`src/rtl/fan_pid_pkg.sv`:
```
// Shared types and widths for the fan PID update sequencer.
// Build option: PID_ANTIWINDUP_EN selects clamped (back-calculation) output history.
package fan_pid_pkg;

    typedef enum logic [1:0] {
        StIdle,
        StMac,
        StSat
    } pid_state_e;

    // MAC tap order: feed-forward error taps first, then feedback taps
    localparam logic [2:0] TAP_B2 = 3'd0;
    localparam logic [2:0] TAP_B1 = 3'd1;
    localparam logic [2:0] TAP_B0 = 3'd2;
    localparam logic [2:0] TAP_A1 = 3'd3;
    localparam logic [2:0] TAP_A0 = 3'd4;

    localparam int unsigned ADC_BITWIDTH_DEF = 8;

    // Error is set - adc, so it needs one extra bit for the sign
    function automatic int unsigned err_width(input int unsigned adc_w);
        return adc_w + 1;
    endfunction

    // Output history width depends on whether it stores clamped or raw results
    function automatic int unsigned hist_width(input int unsigned adc_w);
`ifdef PID_ANTIWINDUP_EN
        return adc_w + 1;
`else
        return adc_w + 8;
`endif
    endfunction

    localparam int unsigned ERR_W  = err_width(ADC_BITWIDTH_DEF);
    localparam int unsigned HIST_W = hist_width(ADC_BITWIDTH_DEF);

endpackage

```
`src/rtl/fan_pid_mac.sv`:
```
// Shared signed multiply-accumulate unit for the PID sequencer.
// Product is sign-extended (or truncated) to the accumulator width and optionally negated.
module fan_pid_mac
    import fan_pid_pkg::*;
#(
    parameter int unsigned COEF_W = 32,
    parameter int unsigned OP_W   = 16,
    parameter int unsigned ACC_W  = 44
) (
    input  logic                     clk,
    input  logic                     rst_n,
    input  logic                     clr_i,
    input  logic                     acc_en_i,
    input  logic                     neg_i,
    input  logic signed [COEF_W-1:0] coef_i,
    input  logic signed [OP_W-1:0]   op_i,
    output logic signed [ACC_W-1:0]  acc_o
);

    localparam int unsigned PROD_W = COEF_W + OP_W;
    localparam int unsigned EXT_W  = (PROD_W > ACC_W) ? PROD_W : ACC_W;

    logic signed [PROD_W-1:0] prod;
    logic signed [EXT_W-1:0]  prod_ext;
    logic        [ACC_W-1:0]  term;
    logic signed [ACC_W-1:0]  acc_q;

    assign prod     = coef_i * op_i;
    assign prod_ext = EXT_W'(prod);
    assign term     = neg_i ? (~prod_ext[ACC_W-1:0] + 1'b1) : prod_ext[ACC_W-1:0];

    // Accumulator register: clear wins over accumulate
    always_ff @(posedge clk) begin
        if (!rst_n || clr_i) begin
            acc_q <= '0;
        end else if (acc_en_i) begin
            acc_q <= acc_q + term;
        end
    end

    assign acc_o = acc_q;

endmodule

```
`src/rtl/fan_pid_sequencer.sv`:
```
// Time-multiplexed PID (IIR) update sequencer driving the fan PWM duty command.
// Build option: PID_ANTIWINDUP_EN feeds the clamped output back into the u history.
module fan_pid_sequencer
    import fan_pid_pkg::*;
#(
    parameter int unsigned ADC_BITWIDTH  = 8,
    parameter int unsigned COEF_W        = 32,
    parameter int unsigned FRAC_BITWIDTH = 30,
    parameter int unsigned ACC_W         = 44
) (
    input  logic                     clk,
    input  logic                     rst_n,
    input  logic                     tick_i,
    input  logic                     enable_i,
    input  logic [ADC_BITWIDTH-1:0]  adc_i,
    input  logic [ADC_BITWIDTH-1:0]  set_i,
    input  logic signed [COEF_W-1:0] b2_i,
    input  logic signed [COEF_W-1:0] b1_i,
    input  logic signed [COEF_W-1:0] b0_i,
    input  logic signed [COEF_W-1:0] a1_i,
    input  logic signed [COEF_W-1:0] a0_i,
    output logic [ADC_BITWIDTH-1:0]  u_o,
    output logic                     valid_o,
    output logic                     busy_o,
    output logic                     overrun_o
);

    localparam int unsigned ERR_WIDTH  = err_width(ADC_BITWIDTH);
    localparam int unsigned HIST_WIDTH = hist_width(ADC_BITWIDTH);
    localparam int unsigned OP_WIDTH   = (HIST_WIDTH > ERR_WIDTH) ? HIST_WIDTH : ERR_WIDTH;
    localparam longint      U_MAX      = (longint'(1) << ADC_BITWIDTH) - 1;

    pid_state_e                    state_q;
    logic [2:0]                    tap_q;
    logic signed [ERR_WIDTH-1:0]   e0_q, e1_q, e2_q;
    logic signed [HIST_WIDTH-1:0]  u1_q, u2_q;
    logic [ADC_BITWIDTH-1:0]       u_q;
    logic                          valid_q;
    logic                          overrun_q;

    logic signed [ERR_WIDTH-1:0]   err;
    logic signed [COEF_W-1:0]      coef;
    logic signed [OP_WIDTH-1:0]    op;
    logic                          neg;
    logic signed [ACC_W-1:0]       acc;
    logic signed [ACC_W-1:0]       shifted;
    logic signed [63:0]            r64;
    logic [ADC_BITWIDTH-1:0]       u_sat;
    logic signed [HIST_WIDTH-1:0]  u_hist;
    logic                          mac_clr;
    logic                          mac_en;

    assign err = {1'b0, set_i} - {1'b0, adc_i};

    // Operand mux: select coefficient/history pair for the current tap
    always_comb begin
        coef = '0;
        op   = '0;
        neg  = 1'b0;
        case (tap_q)
            TAP_B2: begin coef = b2_i; op = OP_WIDTH'(e0_q); end
            TAP_B1: begin coef = b1_i; op = OP_WIDTH'(e1_q); end
            TAP_B0: begin coef = b0_i; op = OP_WIDTH'(e2_q); end
            TAP_A1: begin coef = a1_i; op = OP_WIDTH'(u1_q); neg = 1'b1; end
            TAP_A0: begin coef = a0_i; op = OP_WIDTH'(u2_q); neg = 1'b1; end
            default: ;
        endcase
    end

    assign mac_clr = !enable_i || (state_q == StIdle && tick_i);
    assign mac_en  = enable_i && (state_q == StMac);

    fan_pid_mac #(
        .COEF_W (COEF_W),
        .OP_W   (OP_WIDTH),
        .ACC_W  (ACC_W)
    ) u_mac (
        .clk      (clk),
        .rst_n    (rst_n),
        .clr_i    (mac_clr),
        .acc_en_i (mac_en),
        .neg_i    (neg),
        .coef_i   (coef),
        .op_i     (op),
        .acc_o    (acc)
    );

    assign shifted = acc >>> FRAC_BITWIDTH;
    assign r64     = 64'(shifted);

    // Saturate the shifted result to the duty range and to the history range
    always_comb begin
        if (r64 < 0) begin
            u_sat = '0;
        end else if (r64 > U_MAX) begin
            u_sat = '1;
        end else begin
            u_sat = r64[ADC_BITWIDTH-1:0];
        end
`ifdef PID_ANTIWINDUP_EN
        u_hist = {1'b0, u_sat};
`else
        if (r64 > ((longint'(1) << (HIST_WIDTH - 1)) - 1)) begin
            u_hist = HIST_WIDTH'((longint'(1) << (HIST_WIDTH - 1)) - 1);
        end else if (r64 < -(longint'(1) << (HIST_WIDTH - 1))) begin
            u_hist = HIST_WIDTH'(-(longint'(1) << (HIST_WIDTH - 1)));
        end else begin
            u_hist = r64[HIST_WIDTH-1:0];
        end
`endif
    end

    // Sequencer FSM with history and registered outputs
    always_ff @(posedge clk) begin
        if (!rst_n) begin
            state_q   <= StIdle;
            tap_q     <= TAP_B2;
            e0_q      <= '0;
            e1_q      <= '0;
            e2_q      <= '0;
            u1_q      <= '0;
            u2_q      <= '0;
            u_q       <= '0;
            valid_q   <= 1'b0;
            overrun_q <= 1'b0;
        end else if (!enable_i) begin
            // Disable discards any in-flight update and flushes history
            state_q <= StIdle;
            tap_q   <= TAP_B2;
            e0_q    <= '0;
            e1_q    <= '0;
            e2_q    <= '0;
            u1_q    <= '0;
            u2_q    <= '0;
            u_q     <= '0;
            valid_q <= 1'b0;
            if (tick_i && state_q != StIdle) begin
                overrun_q <= 1'b1;
            end
        end else begin
            valid_q <= 1'b0;
            case (state_q)
                StIdle: begin
                    if (tick_i) begin
                        e0_q    <= err;
                        tap_q   <= TAP_B2;
                        state_q <= StMac;
                    end
                end
                StMac: begin
                    if (tick_i) begin
                        overrun_q <= 1'b1;
                    end
                    if (tap_q == TAP_A0) begin
                        state_q <= StSat;
                    end else begin
                        tap_q <= tap_q + 3'd1;
                    end
                end
                StSat: begin
                    if (tick_i) begin
                        overrun_q <= 1'b1;
                    end
                    u_q     <= u_sat;
                    e2_q    <= e1_q;
                    e1_q    <= e0_q;
                    u2_q    <= u1_q;
                    u1_q    <= u_hist;
                    valid_q <= 1'b1;
                    state_q <= StIdle;
                end
                default: state_q <= StIdle;
            endcase
        end
    end

    assign u_o       = u_q;
    assign valid_o   = valid_q;
    assign busy_o    = (state_q != StIdle);
    assign overrun_o = overrun_q;

endmodule

```
`config.mk`:
```
export PLATFORM = sky130hd
export DESIGN_NAME = fan_pid_sequencer
export DESIGN_NICKNAME = d
export VERILOG_FILES = /design/src/rtl/fan_pid_pkg.sv /design/src/rtl/fan_pid_mac.sv /design/src/rtl/fan_pid_sequencer.sv
export SDC_FILE = /design/constraint.sdc
export NUM_CORES = 2
export LEC_CHECK = 0
export CORE_MARGIN = 2
export CORE_UTILIZATION = 55
export DETAILED_ROUTE_END_ITERATION = 10
export PLACE_DENSITY_LB_ADDON = 0.05
export SLEW_MARGIN = 20
export SYNTH_ARGS = -nofsm -noshare
export SYNTH_HDL_FRONTEND = slang
export SYNTH_HIERARCHICAL = 1
export SYNTH_SLANG_ARGS = --single-unit
```
`constraint.sdc`:
```
create_clock -name clk -period 33.7 [get_ports clk]
set_input_delay 6.74 -clock clk [delete_from_list [all_inputs] [get_ports clk]]
set_output_delay 6.74 -clock clk [all_outputs]
set_load 0.01 [all_outputs]
```
# Word-level counts from Yosys, hierarchy flattened
# Cells that the tools add are included.
# classes
addsub,4
n_mul,1
n_lt_le_gt_ge,4
n_eq_ne,11
muxes,19
bitwise_logic,1
reduce_logical,19
# op_table
cell,n
case mux 32 bit (5 select lines),1
case mux 16 bit (5 select lines),1
"adder 44 x 1 -> 44 bit, second input constant",1
adder 44 bit,1
multiplier 32 x 16 -> 44 bit,1
2-to-1 mux 44 bit,1
inverter 44 bit,1
2-to-1 mux 16 bit,2
"greater-than comparator 14 x 16 -> 1 bit, second input constant",1
"less-than comparator 14 x 16 -> 1 bit, second input constant",1
2-to-1 mux 8 bit,2
"greater-than comparator 14 x 9 -> 1 bit, second input constant",1
"less-than comparator 14 x 1 -> 1 bit, second input constant",1
subtractor 8 x 8 -> 9 bit,1
"inequality test 2 bit, second input constant",4
"== test 3 x 2 -> 1 bit, second input constant",2
2-to-1 mux 1 bit,6
2-to-1 mux 3 bit,2
case mux 3 bit (2 select lines),1
AND reduction 2 bit,3
AND reduction 3 bit,2
nonzero test 2 bit,3
2-to-1 mux 2 bit,2
case mux 2 bit (2 select lines),1
other kinds (12),17
# totals
regBits,118
in_bits,180
output_inout_bits,11
elab_cells,70

# Logic depth before layout (Yosys ltp)
# logic_depth
word_depth,7
depth_mapped,48
depth_no_buf,44

# Hierarchy
# Netlist, hierarchy kept.
# modules_own_cells
module,n_inst,cells_per_inst,area_per_inst_um2,seq_area_each_um2
fan_pid_mac,1,2627,22107.5,880.8
fan_pid_sequencer,1,517,4244.1,1441.4

# Worst setup path after synthesis
# OpenSTA, ideal clock, no wires.
# synth_path
path_kind,input-to-reg
start,input port b2_i[9]
end,register u_mac.acc_q[43] (netlist: u_mac/acc_o[43])
setup_time_ns,0.125
arrival_ns,15.859
required_time_ns,33.575
path_slack_ns,17.716
path_stages,37
cell_sequence,a22oi_1 -> o21ai_0 -> clkbuf_1 -> nand2_1 -> fa_1 -> inv_1 -> fa_1 -> fa_1 -> fa_1 -> fa_1 -> inv_1 -> fa_1 -> inv_1 -> ha_1 -> buf_2 -> a21oi_1 -> o21ai_1 -> o21bai_2 -> a31oi_4 -> xnor2_1 -> or4b_4 -> or2_4 -> or3b_1 -> o21ai_0 -> xnor2_1 -> ha_1 -> a21o_1 -> a21o_1 -> a21oi_1 -> o21ai_0 -> a22o_1 -> a311o_1 -> a221o_1 -> a41oi_1 -> a211oi_1 -> nor4b_2 -> o31ai_1
# synth_between
elab_chain_cells,6
# synth_lines
item,line,rtl
from (decl),fan_pid_sequencer.sv:17,"input logic signed [COEF_W-1:0] b2_i,"
case mux 32 bit (5 select lines) (*),fan_pid_sequencer.sv:60,case (tap_q)
net coef[9],fan_pid_sequencer.sv:42,logic signed [COEF_W-1:0] coef;
multiplier 32 x 16 -> 44 bit (*),fan_pid_mac.sv:28,assign prod = coef_i * op_i;
inverter 44 bit,fan_pid_mac.sv:30,assign term = neg_i ? (~prod_ext[ACC_W-1:0] + 1'b1) : prod_ext[ACC_W-1:0];
adder 44 x 1 -> 44 bit,fan_pid_mac.sv:30,
2-to-1 mux 44 bit (*),fan_pid_mac.sv:30,
adder 44 bit (*),fan_pid_mac.sv:37,acc_q <= acc_q + term;
to (signal assigned),fan_pid_mac.sv:37,
to (decl),fan_pid_mac.sv:26,logic signed [ACC_W-1:0] acc_q;
# Mark *: on every way through the listed nets, which the timed path passes. The rest lies on a longest branch.
# A chain may end at the register's enable or synchronous reset.

# Final worst setup path
# layout_path
start,input port a1_i[0]
end,register u_mac.acc_q[43] (netlist: u_mac/acc_o[43])
# layout_between
elab_chain_cells,6
# layout_lines
item,line,rtl
from (decl),fan_pid_sequencer.sv:20,"input logic signed [COEF_W-1:0] a1_i,"
case mux 32 bit (5 select lines) (*),fan_pid_sequencer.sv:60,
net coef[0],fan_pid_sequencer.sv:42,
multiplier 32 x 16 -> 44 bit (*),fan_pid_mac.sv:28,
inverter 44 bit,fan_pid_mac.sv:30,
adder 44 x 1 -> 44 bit,fan_pid_mac.sv:30,
2-to-1 mux 44 bit (*),fan_pid_mac.sv:30,
adder 44 bit (*),fan_pid_mac.sv:37,
# Marks and branches as above.

==> impl_summary.log <==
INFO  metric run_status = finished, final reports clean
INFO  metric die_x = 223 um
INFO  metric switchingPower = 0.629 mW
INFO  metric slew-limit-headroom = 29.7%
INFO  metric postSynthCellCount = 3144
INFO  metric syn-cell-area = 26400 um^2
INFO  metric dominantRegCellSynth = dfxtp_1
INFO  metric power.leakage = 13.1 nW
INFO  metric peakVddDrop = between 0.04 and 0.05 mV
INFO  metric cpMaxStageDelayCell = nand3_1
INFO  metric total_cts_buffers = 17
INFO  metric yosys_register_bits = 116
INFO  metric final_critical_path_setup_slack = 16.15 ns
INFO  metric critPathKind = input pin to register
INFO  metric synth.top_cells.by_count = 578 x inv_1, 455 x fa_1, 419 x nand2_1
INFO  metric end_kind = register
INFO  metric floorplan.die.height = roughly 220 um
INFO  metric cts-root-buf = clkbuf_16
INFO  metric initial_utilization = 55.4%
INFO  metric portBuffers = 190
INFO  metric post-synth-top-count-cell = inv_1
INFO  metric placed_cell_areas = 28700 um^2
INFO  metric layout-drive-gt1-share = 4.03%
INFO  metric required = 34.04 ns
INFO  metric first_pass_iters = 5
INFO  metric global_route_wire_length_before_repair = between 100000 and 150000 um
INFO  metric drv.max_cap_violation_count = 0
INFO  metric synth_top_cells_by_area = fa_1 35%, dfxtp_1 8.8%, inv_1 8.2%
INFO  metric setup_skew_after_layout = 0.00912 ns
INFO  metric postCtsHoldBufs = 0
INFO  metric synthToLayoutAreaGrowth = 11.3%
INFO  metric drt-wirelength-per-cell = 19.7 um
INFO  metric startpoint_type = input pin
INFO  metric drt.antenna.violating_nets = 0
INFO  metric synth_cell_type_count = 91
INFO  metric filler_cell_count = between 4000 and 5000
INFO  metric cts.reportedPaths.clkPinSlew = 0.05 ns
INFO  metric post_cts_repair_resize_count = 0
INFO  metric yosysWarnings = 6
INFO  metric globalplace.congestion = approximately 0.9
INFO  metric h-tree-depth = 4
INFO  metric p_sw_share = between 50% and 60%
INFO  metric detailedRoute.firstIterationViolations = 1456
INFO  metric period_minus_slack = roughly 18 ns
INFO  metric cts.repair_timing.setup_buffer_count = 0
INFO  metric worst-path-max-fanout = 16
INFO  metric max_clock_freq = ~57 MHz
INFO  metric path_delay_family = compound AO/OA/AOI/OAI gates
INFO  metric final_util = 61.7%
INFO  metric share_comb_of_total_power = 74.5%
INFO  metric finalSetupViolations = 0
INFO  metric synth_largest_type_area_fraction = 34.6%
INFO  metric vias = 22100
INFO  metric worstPathArrival = 17.89 ns
INFO  metric clkSinkCount = 116
INFO  metric drt_drc_violations_left = 0
INFO  metric nets = 4045
INFO  metric setup.reg_to_reg.worst_slack = roughly 21 ns
INFO  metric grt_remaining_overflow = 0
INFO  metric final_hold_viol_count = 0
INFO  metric crit_top_cell = fa_1
INFO  metric grt_usage = 31.4%
INFO  metric grt_pass1_vias = 23000
INFO  metric tritoncts = yes
INFO  metric synth_seq_area_share = 8.81%
INFO  metric clockPowerShare = ~14%
INFO  metric timing_worst_slew_pin_value = 1.05 ns
INFO  metric maximum_number_of_pins_on_one_net_before_global_route_repair = 62
INFO  metric synth_top_cell_by_area = fa_1
INFO  metric final.hold.worst_slack = 0.492 ns
INFO  metric cellPowerDensity = 42.2 nW/um^2
INFO  metric cp_num_buf_inv = 4
INFO  metric setup_total_negative_slack = 0 ns
INFO  metric post_drt_via_cell_ratio = 5.72
INFO  metric critical_path.max_stage_delay = 0.80 ns
INFO  metric design.core.area = 47500 um^2
INFO  metric drt_wl_total = around 76000 um
INFO  metric seq_power_share = a little under an eighth
INFO  metric clock_tree.buffer_depth = 2
INFO  metric clk-insertion-delay-late = 0.42 ns
INFO  metric postSynthAreaPerCell = 8.38 um^2
INFO  metric dp_worst_setup_slack = 15.81 ns
INFO  metric worstHoldPathType = register to register
INFO  metric rsz0062_at_grt = false
INFO  metric antenna_found_initial = 4
INFO  metric antenna_cells = 0
INFO  metric postSynth.asyncResetShare = 0%
INFO  metric postSynthNetCount = between 3000 and 4000
INFO  metric design.die.area = 49700 um^2
INFO  metric number_of_max_slew_violations_in_the_final_report = 0
INFO  metric internal_power = 0.609 mW
INFO  metric number_of_enable_flip_flop_cells_after_synthesis = 0
INFO  metric layout_worst_path_cycle_share = 52.1%
INFO  metric row_count = 80
INFO  metric io_count = 191
INFO  metric stdcell_area = 29300 um^2
INFO  metric detailed_place_hpwl = just under 60000 um
-- worst paths after layout --
kind,start,cells past startpoint,to
hold / removal,u2_q[7]$_SDFFE_PN0P_,2,u2_q[7]$_SDFFE_PN0P_
setup / recovery,a1_i[0],37,u_mac/acc_o[43]$_SDFFE_PP0P_
hold reg to reg,u2_q[7]$_SDFFE_PN0P_,2,u2_q[7]$_SDFFE_PN0P_
setup reg to reg,tap_q[0]$_SDFFE_PN0P_,41,u_mac/acc_o[43]$_SDFFE_PP0P_
-- power groups by stage --
stage	registers (mW)	logic [mW]	clock network (mW)
floorplan	0.142	0.670	0
detailed placement	0.143	0.904	0
global placement	0.143	0.895	0
CTS	0.140	0.916	0.179
global route	0.140	1.02	0.186
finish	0.140	0.922	0.176
-- cells by family (layout without fill, tap and decap cells) --
group,Yosys count,in the layout,share of synthesized area (%)
DFF,116,116,8.81
muxes,86,86,3.28
and+or+nand+nor,999,999,18.2
xor gates and xnor gates,123,123,4.12
AOI/OAI and AO/OA,456,456,12.2
buffers and inverters,738,845,10.7
adders and majority gates,626,626,42.7
-- cell type report --
class	count	area, um^2	area share (%)
clock buffers	19	443	1.51
clock inverters	12	133	0.452
inverters	579	2170	7.41
multi-input cells	2290	21200	72.4
flip-flops and latches	116	2320	7.92
well taps	615	769	2.62
repair buffers	235	2240	7.64
-- per-stage QoR --
stage | instances | power (mW)
finish | 3866 | 1.24
global route | 3866 | 1.35
CTS | 3866 | 1.24
detailed placement | 3835 | 1.05
global placement | 3835 | 1.04
floorplan | 3144 | 0.812
-- cells in the final DEF (no fill, tap or decap), types with 16 or more instances in the layout --
cell / Yosys / final
clkdlybuf4s50_1: 0 / 190
a211oi_1: 20 / 20
inv_1: 578 / 578
o21ai_0: 64 / 53
mux2i_1: 84 / 84
ha_1: 171 / 169
and2_1: 189 / 187
o21ai_1: 8 / 18
o31ai_1: 22 / 22
buf_4: 5 / 45
xor2_1: 28 / 28
nand3_1: 54 / 53
a21oi_1: 86 / 86
xnor2_1: 94 / 94
nand2_1: 419 / 418
nand4_1: 18 / 18
nor3_1: 27 / 27
o21a_1: 16 / 16
a22oi_1: 72 / 72
nor2_1: 170 / 170
clkbuf_16: 0 / 17
fa_1: 455 / 455
nand2b_1: 29 / 29
a21o_1: 44 / 44
a31oi_1: 17 / 17
dfxtp_1: 116 / 116
-- layer usage --
layer	GRT usage (%)	part of all wire, %	up-vias
li1	-	-	10100
met1	41.1	42	11100
met2	52.6	48	788
met3	6.06	7.6	133
met4	9.98	3.0	2
met5	0	0.017	-
-- state kept, by name (all words and copies together), names as in the netlist --
signal	count
u1_q	15
overrun_o	1
valid_o	1
u_mac/acc_o	44
e0_q	9
state_q	2
u2_q	15
e1_q	9
u_o	8
e2_q	9
tap_q	3
-- worst register-to-register path: cells and delay by family (launching register included) --
family          cells  cell delay (ns)
compound gates     18             4.44
xor+xnor            1             0.10
fa+ha+maj           9             4.31
buf+inv             5             1.63
flops               1             0.35
simple gates        8             2.29
Note: power is estimated with default switching activity, not from simulation.
